<file path="config.mk">
export PLATFORM = sky130hd
export DESIGN_NAME = store_buffer_flat
export DESIGN_NICKNAME = d
export VERILOG_FILES = /design/src/rtl/store_buffer_if.sv /design/src/rtl/store_buffer.sv /design/src/flat_wrapper.sv
export SDC_FILE = /design/constraint.sdc
export NUM_CORES = 1
export LEC_CHECK = 0
export ABC_CLOCK_PERIOD_IN_PS = 4700
export BUFFER_PORTS_ARGS = -buffer_cell sky130_fd_sc_hd__buf_4
export CELL_PAD_IN_SITES_DETAIL_PLACEMENT = 0
export CELL_PAD_IN_SITES_GLOBAL_PLACEMENT = 1
export CORE_ASPECT_RATIO = 1.25
export CORE_MARGIN = 2
export CORE_UTILIZATION = 45
export CTS_CLUSTER_SIZE = 20
export DETAILED_ROUTE_END_ITERATION = 6
export PLACE_DENSITY = 0.83
export SLEW_MARGIN = 20
export SYNTH_ARGS = -nofsm -noshare
export SYNTH_HDL_FRONTEND = slang
export SYNTH_SLANG_ARGS = --single-unit
export TNS_END_PERCENT = 100
</file>
<file path="constraint.sdc">
create_clock -name clk -period 4.7 [get_ports clk]
set_input_delay 0 -clock clk [delete_from_list [all_inputs] [get_ports clk]]
set_output_delay 0 -clock clk [all_outputs]
set_load 0.01 [all_outputs]
</file>
<file path="src/rtl/store_buffer_if.sv">
// rtl/store_buffer_if.sv - core-side store/load signals and memory-side drain port of the store buffer
interface store_buffer_if #(
  parameter int DEPTH = 4,
  parameter int AW    = 32,
  parameter int DW    = 32
);
  localparam int CW = $clog2(DEPTH) + 1;

  logic          memwrite;
  logic          store_byte;
  logic [AW-1:0] dataadr;
  logic [DW-1:0] writedata;
  logic          memread;
  logic          stall;
  logic          mem_req;
  logic [AW-1:0] mem_addr;
  logic [DW-1:0] mem_wdata;
  logic          mem_sb;
  logic          mem_ack;
  logic          empty;
  logic [CW-1:0] count;

  modport slave (
    input  memwrite, store_byte, dataadr, writedata, memread, mem_ack,
    output stall, mem_req, mem_addr, mem_wdata, mem_sb, empty, count
  );

  modport master (
    output memwrite, store_byte, dataadr, writedata, memread, mem_ack,
    input  stall, mem_req, mem_addr, mem_wdata, mem_sb, empty, count
  );
endinterface

</file>
<file path="src/rtl/store_buffer.sv">
// rtl/store_buffer.sv - posted-write FIFO draining core stores to data memory over req/ack
// Flags full-buffer stores and same-word load hazards through stall.
module store_buffer #(
  parameter int DEPTH = 4,
  parameter int AW    = 32,
  parameter int DW    = 32
) (
  input logic           clk,
  input logic           reset,
  store_buffer_if.slave bus
);
  localparam int PW = $clog2(DEPTH);
  localparam int CW = PW + 1;
  localparam logic [CW-1:0] FULL_CNT = CW'(DEPTH);

  logic [AW-1:0]    addr_q [DEPTH];
  logic [DW-1:0]    data_q [DEPTH];
  logic [DEPTH-1:0] sb_q;
  logic [PW-1:0]    wr_ptr_q, wr_ptr_d;
  logic [PW-1:0]    rd_ptr_q, rd_ptr_d;
  logic [CW-1:0]    count_q, count_d;
  logic             full, push, pop, ld_hazard;

  assign full = (count_q == FULL_CNT);
  assign push = bus.memwrite & ~full;
  assign pop  = (count_q != '0) & bus.mem_ack;

  always_comb begin
    wr_ptr_d = wr_ptr_q;
    rd_ptr_d = rd_ptr_q;
    count_d  = count_q;
    if (push) wr_ptr_d = wr_ptr_q + 1'b1;
    if (pop)  rd_ptr_d = rd_ptr_q + 1'b1;
    case ({push, pop})
      2'b10:   count_d = count_q + 1'b1;
      2'b01:   count_d = count_q - 1'b1;
      default: count_d = count_q;
    endcase
  end

  // A slot is live when its distance from the head is below count.
  always_comb begin
    ld_hazard = 1'b0;
    for (int i = 0; i < DEPTH; i++) begin
      if (bus.memread && ({1'b0, PW'(i) - rd_ptr_q} < count_q) &&
          (addr_q[i][AW-1:2] == bus.dataadr[AW-1:2]))
        ld_hazard = 1'b1;
    end
  end

  always_ff @(posedge clk) begin
    if (reset) begin
      wr_ptr_q <= '0;
      rd_ptr_q <= '0;
      count_q  <= '0;
      sb_q     <= '0;
      for (int i = 0; i < DEPTH; i++) begin
        addr_q[i] <= '0;
        data_q[i] <= '0;
      end
    end else begin
      wr_ptr_q <= wr_ptr_d;
      rd_ptr_q <= rd_ptr_d;
      count_q  <= count_d;
      if (push) begin
        addr_q[wr_ptr_q] <= bus.dataadr;
        data_q[wr_ptr_q] <= bus.writedata;
        sb_q[wr_ptr_q]   <= bus.store_byte;
      end
    end
  end

  assign bus.stall     = (bus.memwrite & full) | ld_hazard;
  assign bus.mem_req   = (count_q != '0);
  assign bus.mem_addr  = addr_q[rd_ptr_q];
  assign bus.mem_wdata = data_q[rd_ptr_q];
  assign bus.mem_sb    = sb_q[rd_ptr_q];
  assign bus.empty     = (count_q == '0);
  assign bus.count     = count_q;
endmodule

</file>
<file path="src/flat_wrapper.sv">
// flat-port wrapper written by rule: the top's interface ports become plain ports
module store_buffer_flat 
#(
  parameter int DEPTH = 4,
  parameter int AW    = 32,
  parameter int DW    = 32
)
  (clk, reset, bus_memwrite, bus_store_byte, bus_dataadr, bus_writedata, bus_memread, bus_mem_ack, bus_stall, bus_mem_req, bus_mem_addr, bus_mem_wdata, bus_mem_sb, bus_empty, bus_count);
  store_buffer_if #(.DEPTH(DEPTH), .AW(AW), .DW(DW)) bus_i ();
  input logic clk;
  input logic reset;
  input wire logic [$bits(bus_i.memwrite)-1:0] bus_memwrite;
  input wire logic [$bits(bus_i.store_byte)-1:0] bus_store_byte;
  input wire logic [$bits(bus_i.dataadr)-1:0] bus_dataadr;
  input wire logic [$bits(bus_i.writedata)-1:0] bus_writedata;
  input wire logic [$bits(bus_i.memread)-1:0] bus_memread;
  input wire logic [$bits(bus_i.mem_ack)-1:0] bus_mem_ack;
  output wire logic [$bits(bus_i.stall)-1:0] bus_stall;
  output wire logic [$bits(bus_i.mem_req)-1:0] bus_mem_req;
  output wire logic [$bits(bus_i.mem_addr)-1:0] bus_mem_addr;
  output wire logic [$bits(bus_i.mem_wdata)-1:0] bus_mem_wdata;
  output wire logic [$bits(bus_i.mem_sb)-1:0] bus_mem_sb;
  output wire logic [$bits(bus_i.empty)-1:0] bus_empty;
  output wire logic [$bits(bus_i.count)-1:0] bus_count;
  assign bus_i.memwrite = bus_memwrite;
  assign bus_i.store_byte = bus_store_byte;
  assign bus_i.dataadr = bus_dataadr;
  assign bus_i.writedata = bus_writedata;
  assign bus_i.memread = bus_memread;
  assign bus_i.mem_ack = bus_mem_ack;
  assign bus_stall = bus_i.stall;
  assign bus_mem_req = bus_i.mem_req;
  assign bus_mem_addr = bus_i.mem_addr;
  assign bus_mem_wdata = bus_i.mem_wdata;
  assign bus_mem_sb = bus_i.mem_sb;
  assign bus_empty = bus_i.empty;
  assign bus_count = bus_i.count;
  store_buffer #(.DEPTH(DEPTH), .AW(AW), .DW(DW)) u_core (.clk(clk), .reset(reset), .bus(bus_i));
endmodule
</file>
-- Yosys cells after proc, flatten, opt, wreduce, memory -nomap -nowiden
Memory sizes are Yosys's and may differ from the RTL's. A register that Yosys moved wholly into a read port is not among the register bits.
Index checks and enable logic that the tools add are counted.
W data, S select, Z words.
- bits in writable memories: 256
- memories: 2
- register bits: 11
- word-level logic and storage cells: 72
- memory list (memory ; depth ; width ; read ports ; clocked after memory_dff ; wr ports ; RTL line ; source):
    u_core.addr_q ; 4 ; 32 ; 5 ; 1 ; 4 ; store_buffer.sv:16 ; logic [AW-1:0] addr_q [DEPTH];
    u_core.data_q ; 4 ; 32 ; 1 ; 1 ; 4 ; store_buffer.sv:17 ; logic [DW-1:0] data_q [DEPTH];
- bitwise logic cells: 5
- eq/ne operators: 7
- reductions and logical operators: 14
- muxes and demuxes: 25
- order comparisons: 7
- $add $sub $neg: 8
- operator list (cell ; count):
    $eq A30 B30 Y1 ; 4
    $mux W32 ; 2
    $reduce_or A32 Y1 ; 2
    $mux W1 ; 13
    $lt A2 B3 Y1 ; 4
    $mux W2 ; 6
    $logic_and A1 B1 Y1 ; 9
    $lt A2 B3 Y1 const B ; 2
    $pmux W3 S2 ; 1
    $add A2 B1 Y2 const B ; 2
    $bwmux W4 ; 1
    $sub A1 B2 Y2 const A ; 2
    $sub A2 B2 Y2 const A ; 2
    $add A3 B1 Y3 const B ; 1
    $and A1 B1 Y1 ; 3
    $eq A3 B3 Y1 const B ; 1
    $logic_not A3 Y1 ; 1
    $reduce_bool A3 Y1 ; 1
    $sub A3 B1 Y3 const B ; 1
    $bmux W1 S2 ; 1
    $demux W1 S2 ; 1
    $eq A2 B1 Y1 const B ; 1
    $eq A2 B2 Y1 const B ; 1
    $ge A2 B1 Y1 const B ; 1
    other kinds (3) ; 3

-- Longest topological paths before layout
Gate-level depths: netlist (run 1).
- word-level depth: 9
- depth in mapped cells: 10

-- Worst setup path before layout (run 1)
Ideal clock, no wire load.
- kind: reg2reg
- start: register u_core.count_q[0], in the netlist u_core.bus.count[0]
- end: memory u_core.addr_q[0][0] (enable)
- arrival: 2007 ps
- period minus slack after synthesis: 2402 ps
- required time: 4306 ps
- setup time: 394 ps
- stages on the path, launching flop included: 8
- path slack: 2298 ps
- path buffers: 1
- path through: dfxtp_1 nor2_2 nand2_1 and2_4 nand2b_4 nor3_2 buf_4 or2_2
- RTL lines (item ; RTL line ; source):
    from (decl) ; store_buffer.sv:21 ; logic [CW-1:0] count_q, count_d;
    from (signal assigned) ; store_buffer.sv:64 ; count_q <= count_d;
    to (decl) ; store_buffer.sv:16 ;

==> results of run 1 <==
power breakdown:
part	switching, mW	internal (mW)	leakage, nW	total, mW
clock network	0.888	1.22	0.408	2.10
registers	0.159	2.91	2.77	3.07
logic	0.985	0.989	2.77	1.97
total	2.03	5.11	5.94	7.15
metal layers:
layer	track usage [%]	wire [um]	vias to the layer above
li1	-	-	3597
met4	6.36	912	0
met5	0	0	-
met2	36.0	16300	205
met3	2.75	1460	51
met1	26.4	12700	3846
flip-flops by register name (all words and copies together) (netlist names), named ones only:
name,count
u_core.addr_q,128
u_core.sb_q,4
u_core.wr_ptr_q,2
u_core.data_q,128
u_core.rd_ptr_q,2
u_core.bus.count,3
final timing paths:
check,endpoint,cells past startpoint
max,bus_mem_addr[26],3
min,u_core.data_q[0][21],3
max reg2reg,u_core.addr_q[0][17],6
min reg2reg,u_core.sb_q[3],2
cells in the final DEF, fill, tap and decap left out, types with 9 or more instances in the layout:
cell,Yosys,final
edfxtp_1,256,256
clkbuf_16,0,27
clkinv_1,0,9
and2_1,257,257
nand4_1,20,20
xor2_1,56,56
nor2_1,10,10
dlygate4sd3_1,0,71
a21oi_1,11,11
mux4_2,65,65
nand2_1,13,13
buf_4,3,148
ha_1,9,9
dfxtp_1,13,11
nor4_1,16,16
xnor2_1,70,70
logic make-up (layout without fill, tap and decap cells):
group                      Yosys count  count (layout)  share of synthesized area (%)
xor gates and xnor gates           126             126                           8.28
DFF                                269             269                           59.6
and+or+nand+nor                    336             336                           15.5
buffers and inverters               85             278                           3.76
muxes                               65              65                           11.0
AOI/OAI and AO/OA                   19              19                          0.826
adders and majority gates           10              10                          0.995
cell type report:
cell class	instances	area share (%)
multi-input combinational	556	30.6
clock buffer	32	4.32
inverter	9	0.210
sequential	269	49.5
clock inverter	18	1.01
tap	396	3.08
timing repair buffer	219	11.3
worst max-delay path, delay by kind of cell, from the launching register on:
family / cells / cell delay [ns]
buffers and inverters: 2 / 0.72
DFF: 1 / 1.02
muxes: 1 / 0.43
what timing repair did:
action,4_1_cts,5_1_grt
hold buffers,71,0
endpoints found under the setup margin,0,0
endpoints found under the hold margin,269,0
==> flow_summary.json, run 1 <==
{
  "status": "finished, final reports clean",
  "drc": 0,
  "overflow": 0,
  "cts_made_buffers": 27,
  "final_util_pct": 55.1,
  "fin_setup_tns_ns": 0,
  "dpl_cell_area_um2": 14500,
  "hp-start": "bus_writedata[21]",
  "clock_path_buffers": 3,
  "grt_antenna_before_repair": 0,
  "syn_nets": 990,
  "path_cells": "buf_4, mux4_2, buf_4",
  "stdcell_count": 1499,
  "antenna_cells": 0,
  "yosysWarnings": 0,
  "worstMarginPinSlew_ns": 1.09,
  "leakagePower_nw": 5.94,
  "period_minus_slack_ns": 2.76,
  "synth.distinct_cells": 35,
  "crit_path_start_kind": "flip-flop",
  "ys_top_cells_by_area": "edfxtp_1, and2_1, mux4_2",
  "dp.cells": 1378,
  "postSynthAreaPerCell_um2": 14.6,
  "final_nets": 1162,
  "area.growth.synth_to_final_pct": 20.6,
  "dr.first_iter.drc_count": 477,
  "grt_pass1_wl_um": 47600,
  "multi_input_area_um2": 4910,
  "reg2reg_slack_ns": 2.31,
  "wirelength_um": 31300,
  "endpoint_kind": "output pin",
  "ir_drop_mv": 0.325,
  "start_util_pct": 45.7,
  "hold_viol_final": 0,
  "gp_congestion": 0.823,
  "cts_root_buffer": "clkbuf_16",
  "syn_inst": 910,
  "max_cap_viol_count": 0,
  "drv_slew": 0,
  "timing.fmax_ghz": 0.363,
  "fin_ws_ns": 1.94,
  "synth-edff-count": 256,
  "die_x_um": 158,
  "num_vias": 7699,
  "drive_above_1_share_pct": 23.9,
  "cpMostUsedCell": "buf_4",
  "die-height_um": 196,
  "hp-class": "in2reg",
  "crit_slowest_cell": "dfxtp_2",
  "cpPeakStageDelay_ns": 1.02,
  "fillers": 2386,
  "hold_slack_ns": 0.310,
  "layout.area.seq_um2": 7950,
  "arrival_ns": 2.76,
  "synth_top_flop_cell": "edfxtp_1",
  "clock-sinks": 269,
  "yosysSeqAreaShare_pct": 59.6,
  "crit-reg2reg-launch": "u_core.bus.count[0]",
  "vias_per_cell": 5.14,
  "yosysMostFrequentCell": "and2_1",
  "slew_headroom_pct": 27.4,
  "yosysTopAreaCell": "edfxtp_1",
  "worstSkewPairLatency_ns": 0.53,
  "power_per_cell_area_nw_per_um2": 445,
  "synth_area_um2": 13300,
  "ys_seq_elements": 269,
  "clkTransAtPathRegs_ns": 0.06,
  "first_pass_iters": 7,
  "required_ns": 4.70,
  "grt_pass1_vias": 8018,
  "rsz0062_at_grt": "no",
  "synthArstFlopShare_pct": 0,
  "core-area_um2": 29200,
  "cts_htree_levels": 1,
  "ios": 141,
  "die_area_um2": 31000,
  "gr-usage-all-layers_pct": 20.5,
  "grt_max_degree": 65,
  "ant_nets": 0,
  "post-route-period-util_pct": 58.6,
  "cts_resized": 0,
  "io_buffers": 140,
  "setup_violations": 0,
  "synthDominantCellAreaShare_pct": 57.7,
  "pre_cts_ws_ns": 2.29,
  "fin_area_um2": 16100,
  "skew_ns": 0.00853,
  "crit_fanout": 38,
  "wl_per_cell_um": 20.9,
  "dp_hpwl_um": 19900,
  "cts_tree": "built",
  "synth_common_cells": "and2_1, edfxtp_1, xnor2_1, mux4_2, xor2_1",
  "report.power.total_mw": 7.15,
  "cts_setup_buffers": 0,
  "rows": 70,
  "critPathKind": "reg2out"
}
No activity file was read; power rests on OpenSTA's default activity.
==> run 2: changes to the inputs <==
--- a/config.mk
+++ b/config.mk
@@ -5,7 +5,7 @@
 export SDC_FILE = /design/constraint.sdc
 export NUM_CORES = 1
 export LEC_CHECK = 0
-export ABC_CLOCK_PERIOD_IN_PS = 4700
+export ABC_CLOCK_PERIOD_IN_PS = 2700
 export BUFFER_PORTS_ARGS = -buffer_cell sky130_fd_sc_hd__buf_4
 export CELL_PAD_IN_SITES_DETAIL_PLACEMENT = 0
 export CELL_PAD_IN_SITES_GLOBAL_PLACEMENT = 1
==> constraint.sdc (replaced) <==
create_clock -name clk -period 2.7 [get_ports clk]
set_input_delay 0 -clock clk [delete_from_list [all_inputs] [get_ports clk]]
set_output_delay 0 -clock clk [all_outputs]
set_load 0.01 [all_outputs]
==> run 2 against run 1 <==
Routed wire length is 1.6% higher. First-iteration DRC count increased by 31%. Core utilization up 0.78 points. Via count is 1.1% higher. Largest cell class unchanged. Sequential power grew 74%. Register-to-register slack lost 2.0 ns. Largest power group unchanged. Setup slack lost 1.8 ns. Critical endpoint is now bus_stall. Clock skew fell by 0.0026 ns. Count of clock-buffer cells in the layout is 4 higher. Flip-flop and latch count unchanged. Global-route usage is 0.32 points higher.
==> flow_summary.json, run 2 (synthesis results as in run 1) <==
{
  "die_area_um2": 31000,
  "dp_hpwl_um": 19800,
  "ios": 141,
  "start_util_pct": 45.7,
  "ir_drop_mv": 0.660,
  "layout_common_cells": "and2_1, edfxtp_1, buf_4",
  "antenna_cells": 0,
  "p_sw_mw": 3.57,
  "gp_congestion": 0.859,
  "crit_path_start_kind": "flip-flop",
  "skew_ns": 0.00596,
  "dr_wl_met3_um": 1700,
  "cts_made_buffers": 28,
  "dr.first_iter.drc_count": 627,
  "share_comb_of_total_power_pct": 28.3,
  "grt_pass1_wl_um": 48000,
  "stdcell_count": 1509,
  "num_vias": 7782,
  "io_buffers": 140,
  "cts_tree": "built",
  "largestRegisters": "u_core.addr_q x128, u_core.data_q x128, u_core.sb_q x4",
  "drv_slew": 0,
  "post-route-period-util_pct": 94.1,
  "hold_viol_final": 0,
  "ant_nets": 0,
  "fillers": 2416,
  "power_frac_clock_pct": 29.4,
  "setup_violations": 0,
  "area.growth.synth_to_final_pct": 22.3,
  "clock-sinks": 269,
  "gr-usage-all-layers_pct": 20.8,
  "internal-power_mw": 9.02,
  "arrival_ns": 2.54,
  "drive_above_1_share_pct": 24.9,
  "crit_slowest_cell": "dfxtp_1",
  "clock_path_buffers": 3,
  "wl_per_cell_um": 21.1,
  "grt_antenna_before_repair": 0,
  "max_cap_viol_count": 0,
  "first_pass_iters": 5,
  "final_common_cell": "and2_1",
  "status": "finished, final reports clean",
  "wl_met2_um": 16500,
  "seqPwrFrac_pct": 42.3,
  "wirelength_um": 31800,
  "p_sw_share_pct": 28.3,
  "cts_root_buffer": "clkbuf_16",
  "multi_input_area_um2": 4910,
  "power_per_cell_area_nw_per_um2": 772,
  "wl_met1_um": 12600,
  "die-height_um": 196,
  "clkTransAtPathRegs_ns": 0.06,
  "endpoint_kind": "output pin",
  "leakagePower_nw": 6.04,
  "grt_max_degree": 65,
  "rsz0062_at_grt": "no",
  "critPathKind": "reg2out",
  "timing.fmax_ghz": 0.394,
  "worstSkewPairLatency_ns": 0.54,
  "hp-class": "in2reg",
  "rows": 70,
  "period_minus_slack_ns": 2.54,
  "cpPeakStageDelay_ns": 0.49,
  "grt_pass1_vias": 8058,
  "worstMarginPinSlew_ns": 0.749,
  "final_nets": 1172,
  "cts_setup_buffers": 0,
  "die_x_um": 158,
  "overflow": 0,
  "highest_layer": "met4",
  "cts_htree_levels": 1,
  "dp.cells": 1387,
  "crit_fanout": 7,
  "vias_per_cell": 5.16,
  "path_cells": "xnor2_1, inv_1, ha_1, a21oi_1, o21ai_0, o41ai_1, or3_1, buf_4",
  "fin_setup_tns_ns": 0,
  "slew_headroom_pct": 50.1,
  "required_ns": 2.70,
  "layout.area.seq_um2": 7950,
  "worst_hold_path.num_cells": 3,
  "core-area_um2": 29200,
  "reg2reg_depth": 6,
  "drc": 0
}
[run 2: final cells by class]
type                    count  share of cell area, %
flip-flops and latches    269                   48.8
multi-input cells         556                   30.1
repair buffers            228                   12.4
clock buffers              36                   4.61
well taps                 396                   3.04
clock inverters            15                  0.775
inverters                   9                  0.207
[run 2: layer usage]
layer  vias up  GRT usage, %
met1      3872          27.2
li1       3620             -
met3        58          3.12
met5         -             0
met2       232          35.6
met4         0          6.94
[run 2: power groups by stage]
| stage | combinational (mW) | sequential, mW | clock (mW) |
|---|---|---|---|
| 2_1_floorplan | 2.17 | 5.29 | 0 |
| 3_3_place_gp | 3.54 | 5.39 | 0 |
| 3_5_place_dp | 3.54 | 5.41 | 0 |
| 4_1_cts | 3.65 | 5.33 | 3.77 |
| 5_1_grt | 3.84 | 5.37 | 3.95 |
| 6_report | 3.56 | 5.33 | 3.70 |
[run 2: worst max-delay path: cells and delay by family, from the launching register on]
| kind | cells | cell delay [ns] |
|---|---|---|
| fa+ha+maj | 1 | 0.26 |
| simple gates | 1 | 0.19 |
| flops | 1 | 0.49 |
| xor+xnor | 1 | 0.19 |
| compound gates | 3 | 0.66 |
| buf+inv | 2 | 0.20 |
[run 2: repair_timing]
item	in CTS	in global routing
hold buffers	71	0
resized for setup	0	1
endpoints found under the hold margin	269	0
endpoints found under the setup margin	0	1
[run 2: worst paths after layout]
kind | from | end | slack [ns]
max reg2reg | u_core.wr_ptr_q[0] | u_core.sb_q[0] | 0.34
min reg2reg | u_core.sb_q[1] | u_core.sb_q[1] | 0.45
min | bus_writedata[27] | u_core.data_q[2][27] | 0.30
max | u_core.rd_ptr_q[0] | bus_stall | 0.16
[run 2: stage by stage]
| step | setup WS, ns | utilization (%) | power, mW | hold slack [ns] | area [um^2] |
|---|---|---|---|---|---|
| CTS | 0.120 | 55.9 | 12.7 | 0.280 | 16300 |
| detailed placement | 0.461 | 50.4 | 8.96 | 0.301 | 14700 |
| finish | 0.160 | 55.9 | 12.6 | 0.297 | 16300 |
| floorplan | 0.298 | - | 7.46 | 0.147 | 13300 |
| global route | 0.0212 | 55.9 | 13.2 | 0.294 | 16300 |
| global placement | 0.485 | 50.4 | 8.93 | 0.297 | 14700 |
==> run 3: changes to the inputs <==
--- a/config.mk
+++ b/config.mk
@@ -5,7 +5,7 @@
 export SDC_FILE = /design/constraint.sdc
 export NUM_CORES = 1
 export LEC_CHECK = 0
-export ABC_CLOCK_PERIOD_IN_PS = 2700
+export ABC_CLOCK_PERIOD_IN_PS = 3000
 export BUFFER_PORTS_ARGS = -buffer_cell sky130_fd_sc_hd__buf_4
 export CELL_PAD_IN_SITES_DETAIL_PLACEMENT = 0
 export CELL_PAD_IN_SITES_GLOBAL_PLACEMENT = 1
==> constraint.sdc (replaced) <==
create_clock -name clk -period 3 [get_ports clk]
set_input_delay 0 -clock clk [delete_from_list [all_inputs] [get_ports clk]]
set_output_delay 0 -clock clk [all_outputs]
set_load 0.01 [all_outputs]
==> run 3 against run 2 <==
Combinational power fell by 12%. Core utilization rose by 0.27 points. Die area is the same. Sequential share of layout area decreased by 0.25 points. Global-route usage grew 0.34 points. Flip-flop and latch count stayed put. Clock power rose by 2%.
==> flow_summary.json, run 3 (synthesis results as in run 1) <==
{
  "status": "finished, final reports clean",
  "die-height_um": 196,
  "fin_ws_ns": 0.395,
  "grt_pass1_vias": 8399,
  "power_frac_clock_pct": 32.1,
  "critPathKind": "reg2out",
  "fillers": 2380,
  "cpPeakStageDelay_ns": 0.40,
  "cts_made_buffers": 28,
  "worstMarginPinSlew_ns": 0.779,
  "drv_slew": 0,
  "first_pass_iters": 5,
  "clock-sinks": 269,
  "reg2reg_depth": 7,
  "wl_per_cell_um": 21.6,
  "hp-class": "in2reg",
  "grt_pass1_wl_um": 49100,
  "grt_antenna_before_repair": 0,
  "hold_slack_ns": 0.300,
  "gp_congestion": 0.829,
  "pre_cts_ws_ns": 0.720,
  "core-area_um2": 29200,
  "io_buffers": 140,
  "num_vias": 7902,
  "p_sw_share_pct": 28.0,
  "area.growth.synth_to_final_pct": 22.9,
  "dpl_cell_area_um2": 14700,
  "rsz0062_at_grt": "no",
  "startpoint": "u_core.addr_q[0][29]",
  "worstSkewPairLatency_ns": 0.54,
  "crit_path_start_kind": "flip-flop",
  "post-route-period-util_pct": 86.8,
  "cts_root_buffer": "clkbuf_16",
  "drc": 0,
  "cts_resized": 0,
  "hold_viol_final": 0,
  "gr-usage-all-layers_pct": 21.2,
  "arrival_ns": 2.61,
  "layout_common_cells": "and2_1, edfxtp_1, buf_4",
  "p_sw_mw": 3.29,
  "clock_path_buffers": 3,
  "slew_headroom_pct": 48.1,
  "ctsHoldBuffers": 71,
  "leakagePower_nw": 6.10,
  "endpoint_kind": "output pin",
  "dr.first_iter.drc_count": 544,
  "final_common_cell": "and2_1",
  "crit-reg2reg-launch": "u_core.bus.count[0]",
  "timing.fmax_ghz": 0.384,
  "dp_hpwl_um": 20100,
  "worst_hold_path.num_cells": 3,
  "ir_drop_mv": 0.514,
  "final_nets": 1173,
  "hp-start": "bus_writedata[13]",
  "grt_max_degree": 65,
  "internal-power_mw": 8.45,
  "crit_fanout": 2,
  "seqPwrFrac_pct": 41.2,
  "ios": 141,
  "skew_ns": 0.0122,
  "start_util_pct": 45.7,
  "die_area_um2": 31000,
  "fin_setup_tns_ns": 0,
  "ant_nets": 0,
  "path_cells": "xnor2_1, nand4_1, nor4_1, o21ai_0, o41ai_1, or3_1, buf_4",
  "setup_violations": 0,
  "wirelength_um": 32600,
  "antenna_cells": 0,
  "largestRegisters": "u_core.addr_q x128, u_core.data_q x128, u_core.sb_q x4",
  "cts_setup_buffers": 0,
  "cts_htree_levels": 1,
  "die_x_um": 158,
  "max_cap_viol_count": 0,
  "clkTransAtPathRegs_ns": 0.06,
  "period_minus_slack_ns": 2.61,
  "fin_area_um2": 16400,
  "drive_above_1_share_pct": 25.4,
  "power_per_cell_area_nw_per_um2": 717,
  "cts_tree": "built",
  "share_comb_of_total_power_pct": 26.7,
  "rows": 70,
  "required_ns": 3.00,
  "overflow": 0,
  "vias_per_cell": 5.23,
  "crit_slowest_cell": "edfxtp_1"
}
==> run 3: per-stage QoR <==
stage	util, %	power (mW)	cells
after floorplan	-	6.71	910
after global placement	50.3	8.01	1388
after detailed placement	50.3	8.03	1388
after CTS	56.2	11.9	1511
after global routing	56.2	12.2	1511
final	56.2	11.7	1511
==> run 3: area by class of cell <==
class                      instances  area [um^2]  area share [%]
sequential                       269         7950            48.5
multi-input combinational        556         4910            30.0
timing repair buffer             229         1980            12.1
clock buffer                      33          741            4.52
tap                              396          495            3.02
clock inverter                    19          262            1.60
inverter                           9         33.8           0.206
==> run 3: power groups by stage <==
stage          sequential, mW  clock [mW]  combinational (mW)
2_1_floorplan            4.77           0                1.95
3_3_place_gp             4.90           0                3.10
3_5_place_dp             4.93           0                3.10
4_1_cts                  4.85        3.82                3.20
5_1_grt                  4.89        3.97                3.39
6_report                 4.84        3.76                3.13
==> run 3: worst paths after layout <==
kind / end / slack [ns]
setup / recovery: bus_stall / 0.39
hold / removal: u_core.data_q[0][13] / 0.30
setup reg to reg: u_core.sb_q[3] / 0.74
hold reg to reg: u_core.sb_q[2] / 0.48
==> run 3: critical path: cells and delay by family, from the launching register on <==
| kind | cells | cell delay, ns |
|---|---|---|
| buffers and inverters | 1 | 0.13 |
| DFF | 1 | 0.40 |
| AOI/OAI and AO/OA | 2 | 0.47 |
| xor gates and xnor gates | 1 | 0.40 |
| and+or+nand+nor | 3 | 0.69 |
==> run 3: metal layers <==
metal / global-route usage, % / vias to the layer above / part of all wire, %
li1: - / 3621 / -
met1: 27.9 / 3991 / 40
met3: 2.99 / 45 / 5.5
met4: 6.46 / 0 / 2.6
met2: 36.3 / 245 / 52
met5: 0 / - / 0
